==> config.mk <==
export PLATFORM = sky130hd
export DESIGN_NAME = hazard_ctrl_flat
export DESIGN_NICKNAME = d
export VERILOG_FILES = /design/src/rtl/hazard_ctrl_pkg.sv /design/src/rtl/hazard_ctrl_if.sv /design/src/rtl/hazard_ctrl_perf_cnt.sv /design/src/rtl/hazard_ctrl.sv /design/src/flat_wrapper.sv
export SDC_FILE = /design/constraint.sdc
export NUM_CORES = 1
export LEC_CHECK = 0
export ABC_AREA = 0
export CORE_MARGIN = 1.5
export CORE_UTILIZATION = 29
export CTS_CLUSTER_DIAMETER = 120
export DETAILED_ROUTE_END_ITERATION = 7
export GPL_TIMING_DRIVEN = 0
export PLACE_DENSITY_LB_ADDON = 0.2
export SLEW_MARGIN = 20
export SYNTH_ARGS = -nofsm -noshare
export SYNTH_HDL_FRONTEND = slang
export SYNTH_HIERARCHICAL = 1
export SYNTH_SLANG_ARGS = --single-unit
==> constraint.sdc <==
create_clock -name CLK -period 3.2 [get_ports CLK]
set_input_delay 0.96 -clock CLK [delete_from_list [all_inputs] [get_ports CLK]]
set_output_delay 0.96 -clock CLK [all_outputs]
set_load 0.02 [all_outputs]
==> src/rtl/hazard_ctrl_pkg.sv <==
// rtl/hazard_ctrl_pkg.sv - shared types for the pipeline hazard controller
// Purpose: controller state type and register-index type shared by the
//          hazard interface and the hazard controller.
// Ports:   none (package)
package hazard_ctrl_pkg;

  // 5-bit architectural register index
  typedef logic [4:0] regbits_t;

  typedef enum logic [1:0] {
    RUN     = 2'd0,
    MEMWAIT = 2'd1,
    DRAIN   = 2'd2,
    HALTED  = 2'd3
  } hz_state_t;

endpackage

==> src/rtl/hazard_ctrl_if.sv <==
// rtl/hazard_ctrl_if.sv - hazard sources in, latch/PC control pins out
// Purpose: bundles the datapath-to-controller hazard sources and the
//          controller-to-datapath enable/flush pins.
// Ports:   master - the hazard controller (reads sources, drives controls)
//          slave  - the datapath latches and PC (drive sources, read controls)
interface hazard_ctrl_if
  import hazard_ctrl_pkg::*;
();
  logic     ihit;
  logic     dhit;
  regbits_t ifid_rs;
  regbits_t ifid_rt;
  logic     idex_DRen;
  regbits_t idex_wsel;
  logic     ex_redirect;
  logic     exmem_dREN;
  logic     exmem_dWEN;
  logic     mem_halt;
  logic     pc_en;
  logic     ifid_en;
  logic     ifid_flush;
  logic     idex_en;
  logic     idex_flush;
  logic     exmem_en;
  logic     exmem_flush;
  logic     memwb_en;
  logic     halt;

  modport master (
    input  ihit, dhit, ifid_rs, ifid_rt, idex_DRen, idex_wsel, ex_redirect,
           exmem_dREN, exmem_dWEN, mem_halt,
    output pc_en, ifid_en, ifid_flush, idex_en, idex_flush, exmem_en,
           exmem_flush, memwb_en, halt
  );

  modport slave (
    output ihit, dhit, ifid_rs, ifid_rt, idex_DRen, idex_wsel, ex_redirect,
           exmem_dREN, exmem_dWEN, mem_halt,
    input  pc_en, ifid_en, ifid_flush, idex_en, idex_flush, exmem_en,
           exmem_flush, memwb_en, halt
  );
endinterface

==> src/rtl/hazard_ctrl_perf_cnt.sv <==
// rtl/hazard_ctrl_perf_cnt.sv - saturating performance counter
// Purpose: counts cycles with inc=1, holds at all-ones instead of wrapping.
// Ports:   clk - clock
//          rst - synchronous active-high clear
//          inc - count this cycle
//          cnt - current count
module hazard_perf_cnt #(
  parameter int W = 32
) (
  input  logic         clk,
  input  logic         rst,
  input  logic         inc,
  output logic [W-1:0] cnt
);

  always_ff @(posedge clk) begin
    if (rst) begin
      cnt <= '0;
    end else if (inc && (cnt != {W{1'b1}})) begin
      cnt <= cnt + 1'b1;
    end
  end

endmodule

==> src/rtl/hazard_ctrl.sv <==
// rtl/hazard_ctrl.sv - pipeline hazard / stall / flush / halt-drain controller
// Purpose: drives PC and pipeline latch enables/flushes from load-use, redirect,
//          cache-miss and halt conditions; drains the pipeline on halt.
//          Optional macro HAZARD_PERF_EN enables the performance counters;
//          without it stall_cnt/flush_cnt read 0.
// Ports:   CLK       - clock
//          RST       - synchronous active-high reset
//          hz        - hazard_ctrl_if.master (sources in, controls and halt out)
//          stall_cnt - cycles with pc_en=0 outside HALTED (saturating)
//          flush_cnt - redirect flushes taken (saturating)
module hazard_ctrl
  import hazard_ctrl_pkg::*;
#(
  parameter int DRAIN_CYCLES = 2,
  parameter int PERF_W       = 32
) (
  input  logic              CLK,
  input  logic              RST,
  hazard_ctrl_if.master     hz,
  output logic [PERF_W-1:0] stall_cnt,
  output logic [PERF_W-1:0] flush_cnt
);

  localparam logic [1:0] S_RUN     = RUN;
  localparam logic [1:0] S_MEMWAIT = MEMWAIT;
  localparam logic [1:0] S_DRAIN   = DRAIN;
  localparam logic [1:0] S_HALTED  = HALTED;
  localparam int CW = (DRAIN_CYCLES > 1) ? $clog2(DRAIN_CYCLES) : 1;

  logic [1:0]    state, next_state;
  logic [CW-1:0] drain_cnt;
  logic          halt_q;
  logic          load_use, mem_busy, apply_flow;
  logic          pc_en, ifid_en, ifid_flush, idex_en, idex_flush;
  logic          exmem_en, exmem_flush, memwb_en;

  assign load_use = hz.idex_DRen && (hz.idex_wsel != '0) &&
                    ((hz.idex_wsel == hz.ifid_rs) || (hz.idex_wsel == hz.ifid_rt));
  assign mem_busy = (hz.exmem_dREN || hz.exmem_dWEN) && !hz.dhit;

  always_comb begin
    pc_en       = 1'b1;
    ifid_en     = 1'b1;
    ifid_flush  = 1'b0;
    idex_en     = 1'b1;
    idex_flush  = 1'b0;
    exmem_en    = 1'b1;
    exmem_flush = 1'b0;
    memwb_en    = 1'b1;
    next_state  = state;
    apply_flow  = 1'b0;
    if (RST) begin
      {pc_en, ifid_en, idex_en, exmem_en, memwb_en} = '0;
      {ifid_flush, idex_flush, exmem_flush}         = '1;
      next_state = S_RUN;
    end else begin
      case (state)
        S_RUN: begin
          if (hz.mem_halt) begin
            pc_en       = 1'b0;
            ifid_flush  = 1'b1;
            idex_flush  = 1'b1;
            exmem_flush = 1'b1;
            next_state  = S_DRAIN;
          end else if (mem_busy) begin
            {pc_en, ifid_en, idex_en, exmem_en, memwb_en} = '0;
            next_state = S_MEMWAIT;
          end else begin
            apply_flow = 1'b1;
          end
        end
        S_MEMWAIT: begin
          // A redirect sitting in EX is ignored until the access completes.
          if (hz.dhit) begin
            apply_flow = 1'b1;
            next_state = S_RUN;
          end else begin
            {pc_en, ifid_en, idex_en, exmem_en, memwb_en} = '0;
          end
        end
        S_DRAIN: begin
          pc_en       = 1'b0;
          ifid_en     = 1'b0;
          idex_flush  = 1'b1;
          exmem_flush = 1'b1;
          if (drain_cnt == '0) next_state = S_HALTED;
        end
        default: begin
          {pc_en, ifid_en, idex_en, exmem_en, memwb_en} = '0;
        end
      endcase
      if (apply_flow) begin
        if (hz.ex_redirect) begin
          ifid_flush = 1'b1;
          idex_flush = 1'b1;
        end else if (load_use) begin
          // One bubble into EX; the ID instruction is re-checked next cycle.
          pc_en      = 1'b0;
          ifid_en    = 1'b0;
          idex_flush = 1'b1;
        end else if (!hz.ihit) begin
          pc_en      = 1'b0;
          ifid_flush = 1'b1;
        end
      end
    end
  end

  always_ff @(posedge CLK) begin
    if (RST) begin
      state     <= S_RUN;
      halt_q    <= 1'b0;
      drain_cnt <= '0;
    end else begin
      state <= next_state;
      if (state != S_DRAIN && next_state == S_DRAIN) begin
        drain_cnt <= CW'(DRAIN_CYCLES - 1);
      end else if (state == S_DRAIN && drain_cnt != '0) begin
        drain_cnt <= drain_cnt - 1'b1;
      end
      if (next_state == S_HALTED) halt_q <= 1'b1;
    end
  end

  assign hz.pc_en       = pc_en;
  assign hz.ifid_en     = ifid_en;
  assign hz.ifid_flush  = ifid_flush;
  assign hz.idex_en     = idex_en;
  assign hz.idex_flush  = idex_flush;
  assign hz.exmem_en    = exmem_en;
  assign hz.exmem_flush = exmem_flush;
  assign hz.memwb_en    = memwb_en;
  assign hz.halt        = halt_q;

`ifdef HAZARD_PERF_EN
  logic stall_inc, flush_inc;
  assign stall_inc = !pc_en && (state != S_HALTED);
  assign flush_inc = apply_flow && hz.ex_redirect;

  hazard_perf_cnt #(.W(PERF_W)) u_stall_cnt (
    .clk (CLK),
    .rst (RST),
    .inc (stall_inc),
    .cnt (stall_cnt)
  );

  hazard_perf_cnt #(.W(PERF_W)) u_flush_cnt (
    .clk (CLK),
    .rst (RST),
    .inc (flush_inc),
    .cnt (flush_cnt)
  );
`else
  assign stall_cnt = '0;
  assign flush_cnt = '0;
`endif

endmodule

==> src/flat_wrapper.sv <==
// flat-port wrapper written by rule: the top's interface ports become plain ports
module hazard_ctrl_flat import hazard_ctrl_pkg::*;
#(
  parameter int DRAIN_CYCLES = 2,
  parameter int PERF_W       = 32
)
  (CLK, RST, stall_cnt, flush_cnt, hz_ihit, hz_dhit, hz_ifid_rs, hz_ifid_rt, hz_idex_DRen, hz_idex_wsel, hz_ex_redirect, hz_exmem_dREN, hz_exmem_dWEN, hz_mem_halt, hz_pc_en, hz_ifid_en, hz_ifid_flush, hz_idex_en, hz_idex_flush, hz_exmem_en, hz_exmem_flush, hz_memwb_en, hz_halt);
  hazard_ctrl_if hz_i ();
  input  logic CLK;
  input  logic RST;
  output logic [PERF_W-1:0] stall_cnt;
  output logic [PERF_W-1:0] flush_cnt;
  input wire logic [$bits(hz_i.ihit)-1:0] hz_ihit;
  input wire logic [$bits(hz_i.dhit)-1:0] hz_dhit;
  input wire logic [$bits(hz_i.ifid_rs)-1:0] hz_ifid_rs;
  input wire logic [$bits(hz_i.ifid_rt)-1:0] hz_ifid_rt;
  input wire logic [$bits(hz_i.idex_DRen)-1:0] hz_idex_DRen;
  input wire logic [$bits(hz_i.idex_wsel)-1:0] hz_idex_wsel;
  input wire logic [$bits(hz_i.ex_redirect)-1:0] hz_ex_redirect;
  input wire logic [$bits(hz_i.exmem_dREN)-1:0] hz_exmem_dREN;
  input wire logic [$bits(hz_i.exmem_dWEN)-1:0] hz_exmem_dWEN;
  input wire logic [$bits(hz_i.mem_halt)-1:0] hz_mem_halt;
  output wire logic [$bits(hz_i.pc_en)-1:0] hz_pc_en;
  output wire logic [$bits(hz_i.ifid_en)-1:0] hz_ifid_en;
  output wire logic [$bits(hz_i.ifid_flush)-1:0] hz_ifid_flush;
  output wire logic [$bits(hz_i.idex_en)-1:0] hz_idex_en;
  output wire logic [$bits(hz_i.idex_flush)-1:0] hz_idex_flush;
  output wire logic [$bits(hz_i.exmem_en)-1:0] hz_exmem_en;
  output wire logic [$bits(hz_i.exmem_flush)-1:0] hz_exmem_flush;
  output wire logic [$bits(hz_i.memwb_en)-1:0] hz_memwb_en;
  output wire logic [$bits(hz_i.halt)-1:0] hz_halt;
  assign hz_i.ihit = hz_ihit;
  assign hz_i.dhit = hz_dhit;
  assign hz_i.ifid_rs = hz_ifid_rs;
  assign hz_i.ifid_rt = hz_ifid_rt;
  assign hz_i.idex_DRen = hz_idex_DRen;
  assign hz_i.idex_wsel = hz_idex_wsel;
  assign hz_i.ex_redirect = hz_ex_redirect;
  assign hz_i.exmem_dREN = hz_exmem_dREN;
  assign hz_i.exmem_dWEN = hz_exmem_dWEN;
  assign hz_i.mem_halt = hz_mem_halt;
  assign hz_pc_en = hz_i.pc_en;
  assign hz_ifid_en = hz_i.ifid_en;
  assign hz_ifid_flush = hz_i.ifid_flush;
  assign hz_idex_en = hz_i.idex_en;
  assign hz_idex_flush = hz_i.idex_flush;
  assign hz_exmem_en = hz_i.exmem_en;
  assign hz_exmem_flush = hz_i.exmem_flush;
  assign hz_memwb_en = hz_i.memwb_en;
  assign hz_halt = hz_i.halt;
  hazard_ctrl #(.DRAIN_CYCLES(DRAIN_CYCLES), .PERF_W(PERF_W)) u_core (.CLK(CLK), .RST(RST), .hz(hz_i), .stall_cnt(stall_cnt), .flush_cnt(flush_cnt));
endmodule
Word-level counts from Yosys, hierarchy flattened:

Index checks and enable logic that the tools add are counted.

* register bits: 4
* output and inout port bits: 73

* mux-type cells: 39
* $add $sub $neg: 1
* equality and inequality tests: 7
* reductions and logical operators: 11

Operators by type and width (number)
* 1-bit two-way mux: 29
* 5-bit == test: 2
* 2-bit two-way mux: 5
* 2-bit == test (second input constant): 3
* 1-bit case mux with 2 select lines: 3
* 2-bit case mux with 3 select lines: 1
* 1-bit logical AND: 5
* 5-bit nonzero test: 1
* 1-bit case mux with 3 select lines: 1
* 2-bit by 1-bit == test with 1-bit output (second input constant): 1
* 2-bit zero test: 1
* 1-bit logical OR: 2
* 2-bit inequality test (second input constant): 1
* 2-bit nonzero test: 1
* 1-bit zero test: 1
* 1-bit subtractor (second input constant): 1

Depth between registers and ports, before layout:

* word-level depth: 10
* gate-level depth with buffers: 5
* gate-level depth less buffers: 4

Worst setup path before layout:

Ideal clock, no wire load.

* kind: in2out
* start: input hz_idex_wsel[1]
* end: output hz_ifid_en
* data required time: 2.240 ns
* stages on the path: 4
* data arrival time: 2.343 ns
* setup slack: -0.103 ns
* cell sequence: or4_4 > o21ai_4 > a2111oi_2 > a311oi_1

* longest elaborated chain between the ends: 7

RTL lines
* start: declaration: RTL line flat_wrapper.sv:18 `input wire logic [$bits(hz_i.idex_wsel)-1:0] hz_idex_wsel;`
* 5-bit == test or 5-bit nonzero test (tied branches): RTL line hazard_ctrl.sv:38, hazard_ctrl.sv:37
* 1-bit logical OR or 1-bit logical AND (tied branches): RTL line hazard_ctrl.sv:38, hazard_ctrl.sv:37
* 1-bit logical AND (*): RTL line hazard_ctrl.sv:37 `assign load_use = hz.idex_DRen && (hz.idex_wsel != '0) &&`
* 1-bit two-way mux (*): RTL line hazard_ctrl.sv:96 `end else if (load_use) begin`
* 1-bit two-way mux (*): RTL line hazard_ctrl.sv:93 `if (hz.ex_redirect) begin`
* 1-bit two-way mux (*): RTL line hazard_ctrl.sv:92 `if (apply_flow) begin`
* 1-bit two-way mux (*): RTL line hazard_ctrl.sv:52 `if (RST) begin`
* end: declaration: RTL line flat_wrapper.sv:24 `output wire logic [$bits(hz_i.ifid_en)-1:0] hz_ifid_en;`

Mark *: on every way between the ends. The rest lies on a longest branch, timed or not.

Worst setup path after layout:

* start: input hz_idex_wsel[3]
* end: output hz_idex_flush

* longest elaborated chain between the ends: 7

RTL lines
* 5-bit == test or 5-bit nonzero test (tied branches): RTL line hazard_ctrl.sv:38, hazard_ctrl.sv:37
* 1-bit logical OR or 1-bit logical AND (tied branches): RTL line hazard_ctrl.sv:38, hazard_ctrl.sv:37
* 1-bit logical AND (*): RTL line hazard_ctrl.sv:37
* 1-bit two-way mux (*): RTL line hazard_ctrl.sv:96
* 1-bit two-way mux (*): RTL line hazard_ctrl.sv:93
* 1-bit two-way mux (*): RTL line hazard_ctrl.sv:92
* 1-bit two-way mux (*): RTL line hazard_ctrl.sv:52
* end: declaration: RTL line flat_wrapper.sv:27 `output wire logic [$bits(hz_i.idex_flush)-1:0] hz_idex_flush;`

Marks and branches as above.

==> impl_metrics.py <==
metrics = {
    "floorplanning": {
        "fp.dieH_um": 59.5,
        "die_w_um": 59.5,
        "coreArea_um2": 3050,
        "pin_count": 97,
        "die-area_um2": 3540,
        "rows": 20,
        "start_util_pct": 30.3,
    },
    "synthesis": {
        "syn_area_per_cell_um2": 7.53,
        "ys.flop_type": "dfxtp_1",
        "netlist_area_um2": 926,
        "synthCells": 123,
        "synth-seq-area-share_pct": 8.65,
        "synth_top_area_share_pct": 53.5,
        "synthTopCellsByArea": "buf_4, xnor2_1, dfxtp_1, nor2_1, a21oi_1",
        "yosys.area.top_type": "buf_4",
        "synth_edf_count": 0,
        "post-synth-top-count-cell": "buf_4",
        "synth.ff_latch_count": 4,
        "yosysWarnings": 6,
        "netlist_top_cells_count": "buf_4, xnor2_1, nor2_1, a21oi_1",
        "async_reset_ff_share_pct": 0,
        "synth_cell_types": 29,
    },
    "drt": {
        "drt_iter0_markers": 13,
        "routed_wl_mm": 1.94,
        "dr.pass1.iters": 4,
        "antenna_left": 0,
        "route.detailed.drc": 0,
        "routedWlPerCell_um": 7.20,
        "vias": 859,
        "avgViaCountPerCell": 3.19,
    },
    "power": {
        "p_int_mw": 0.218,
        "ir_worst_vdd_mv": 0.0793,
        "comb_power_share_pct": 67.7,
        "switching_share_pct": 42.8,
        "cellLeakagePower_nw": 0.927,
        "power_frac_clock_pct": 17.0,
        "switchingPower_mw": 0.163,
        "power_frac_seq_pct": 15.3,
        "p_per_area_nw_per_um2": 237,
    },
    "clock_network": {
        "cts.reportedPaths.clkPinSlew_ns": 0.04,
        "cts_buffer_depth": 2,
        "numClockSinks": 4,
        "clock_latency_ns": 0.24,
        "cts_buffers": 3,
        "clockRootBuffer": "clkbuf_4",
        "h-tree-depth": 1,
        "cts_tree": "done",
    },
    "finish": {
        "final_layout_size_suffix_gt1_share_pct": 42.7,
        "synthToLayoutAreaGrowth_pct": 73.2,
        "fin_util_pct": 52.5,
        "fin_cells": 269,
        "nets": 251,
        "antenna_cells": 0,
    },
    "run": {
        "max_cap_viol_count": 0,
    },
    "global_route": {
        "use_met3_pct": 5.02,
        "gr-usage-met2_pct": 16.3,
        "busiest_layer": "met2",
        "grt_pass1_wl_mm": 2.70,
        "gr-usage-all-layers_pct": 10.1,
        "grtUsageMet1_pct": 11.5,
        "first_global_vias": 633,
        "grt_overflow_total": 0,
        "grt_max_degree": 10,
        "antenna_found_initial": 0,
    },
    "hold_path": {
        "worstHoldPathType": "reg -> reg",
        "hold_depth": 2,
        "min_from": "u_core/hz.halt",
        "whs_endpoint": "u_core/hz.halt",
    },
    "setup_path": {
        "startpoint": "hz_idex_wsel[3]",
        "r2r_slack_ns": 2.09,
        "crit_type": "in -> out",
        "crit_arrival_ns": 2.32,
        "worstReg2RegStart": "u_core/state[1]",
        "path_max_fanout": 2,
        "worstPathRequired_ns": 2.24,
        "startpoint_type": "input port",
        "r2r-end": "u_core/hz.halt",
        "cp-end-kind": "output port",
        "reg2regPathDepth": 5,
    },
    "timing": {
        "setup_viol": 4,
        "drv_slew": 0,
        "fin_crit_sh_pct": 102,
        "grt_setup_unrepaired": "true",
        "fin_crit_ns": 3.28,
        "fin_ws_ns": -0.0782,
        "finClkSkew_ns": 0.00652,
        "max_freq_mhz": 305,
        "finalHoldViolations": 0,
    },
    "placement": {
        "pre_cts_ws_ns": -0.970,
        "numPortBuffers": 32,
        "gp_congestion": 0.673,
        "dp_cells": 262,
        "hpwl_mm": 1.62,
    },
    "outcome": {
        "violations": "negative setup slack",
        "run_status": "finished with violations",
    },
}
[area by class of cell]
| cell class | count | area (um^2) |
|---|---|---|
| inverter | 3 | 11.3 |
| buffer | 67 | 500 |
| multi-input combinational | 112 | 608 |
| sequential | 4 | 80.1 |
| timing repair buffer | 36 | 327 |
| tap | 44 | 55.1 |
| fill | 330 | 1450 |
| clock buffer | 3 | 22.5 |
[power by group through the flow]
| stage | clock, mW | sequential [mW] | combinational, mW |
|---|---|---|---|
| 2_1_floorplan | 0 | 0.0594 | 0.186 |
| 5_1_grt | 0.0738 | 0.0585 | 0.276 |
| 4_1_cts | 0.0700 | 0.0581 | 0.256 |
| 3_3_place_gp | 0 | 0.0588 | 0.249 |
| 6_report | 0.0649 | 0.0581 | 0.257 |
| 3_5_place_dp | 0 | 0.0587 | 0.249 |
[metal layers]
metal | vias up | wire (um)
li1 | 473 | -
met2 | 54 | 910
met5 | - | 0
met4 | 0 | 13
met3 | 2 | 271
met1 | 330 | 740
[sequential cells by signal, summed over array words and instances (netlist names)]
register,flops
u_core/drain_cnt,1
u_core/state,2
u_core/hz.halt,1
[kinds of logic (layout without fill, tap and decap cells)]
group | Yosys count | count (layout) | synth area share, %
simple gates | 22 | 22 | 12.6
other cells | 1 | 64 | 0.405
compound gates | 16 | 16 | 13.6
flops | 4 | 4 | 8.65
xor+xnor | 10 | 10 | 9.46
buf+inv | 70 | 109 | 55.3
[worst max-delay path: stages]
cell,delay (ns)
buf_8,0.09
or4_4,0.53
o21ai_4,0.18
a2111oi_4,0.08
a221o_1,0.32
buf_6,0.14
[placed cells by master, fill, tap and decap left out, types with 2 or more instances in the layout]
cell,instances
conb_1,64
clkdlybuf4s50_1,13
dfxtp_1,4
clkbuf_2,2
nand3_1,2
nand2b_1,2
buf_2,4
nor2_1,7
xnor2_1,10
a21oi_1,4
nand2_1,4
nor3_1,2
buf_4,74
dlymetal6s2s_1,3
buf_6,2
clkbuf_4,3
dlygate4sd2_1,3
inv_1,2
[timing repair]
item / CTS / global route
hold buffers: 0 / 0
endpoints found under the setup margin: 8 / 6
gates resized for setup: 63 / 6
pin swaps: 9 / 2
buffers inserted: 4 / 0
endpoints found under the hold margin: 0 / 0
[worst max path at each step]
stage	slack (ns)	endpoint
floorplan	0.07	hz_ifid_en
global placement	-0.97	hz_ifid_en
detailed placement	-0.97	hz_ifid_en
CTS	-0.10	hz_idex_flush
global route	-0.12	hz_idex_flush
finish	-0.08	hz_idex_flush
[metrics by stage]
stage | TNS [ns] | hold WS [ns] | total power, mW | area [um^2]
floorplan | 0 | 0.469 | 0.245 | 1170
CTS | -0.271 | 0.479 | 0.384 | 1610
global route | -0.335 | 0.514 | 0.409 | 1600
global placement | -5.33 | 0.453 | 0.308 | 1540
finish | -0.151 | 0.473 | 0.380 | 1600
detailed placement | -5.25 | 0.466 | 0.308 | 1540
(Power assumes the default switching activity.)
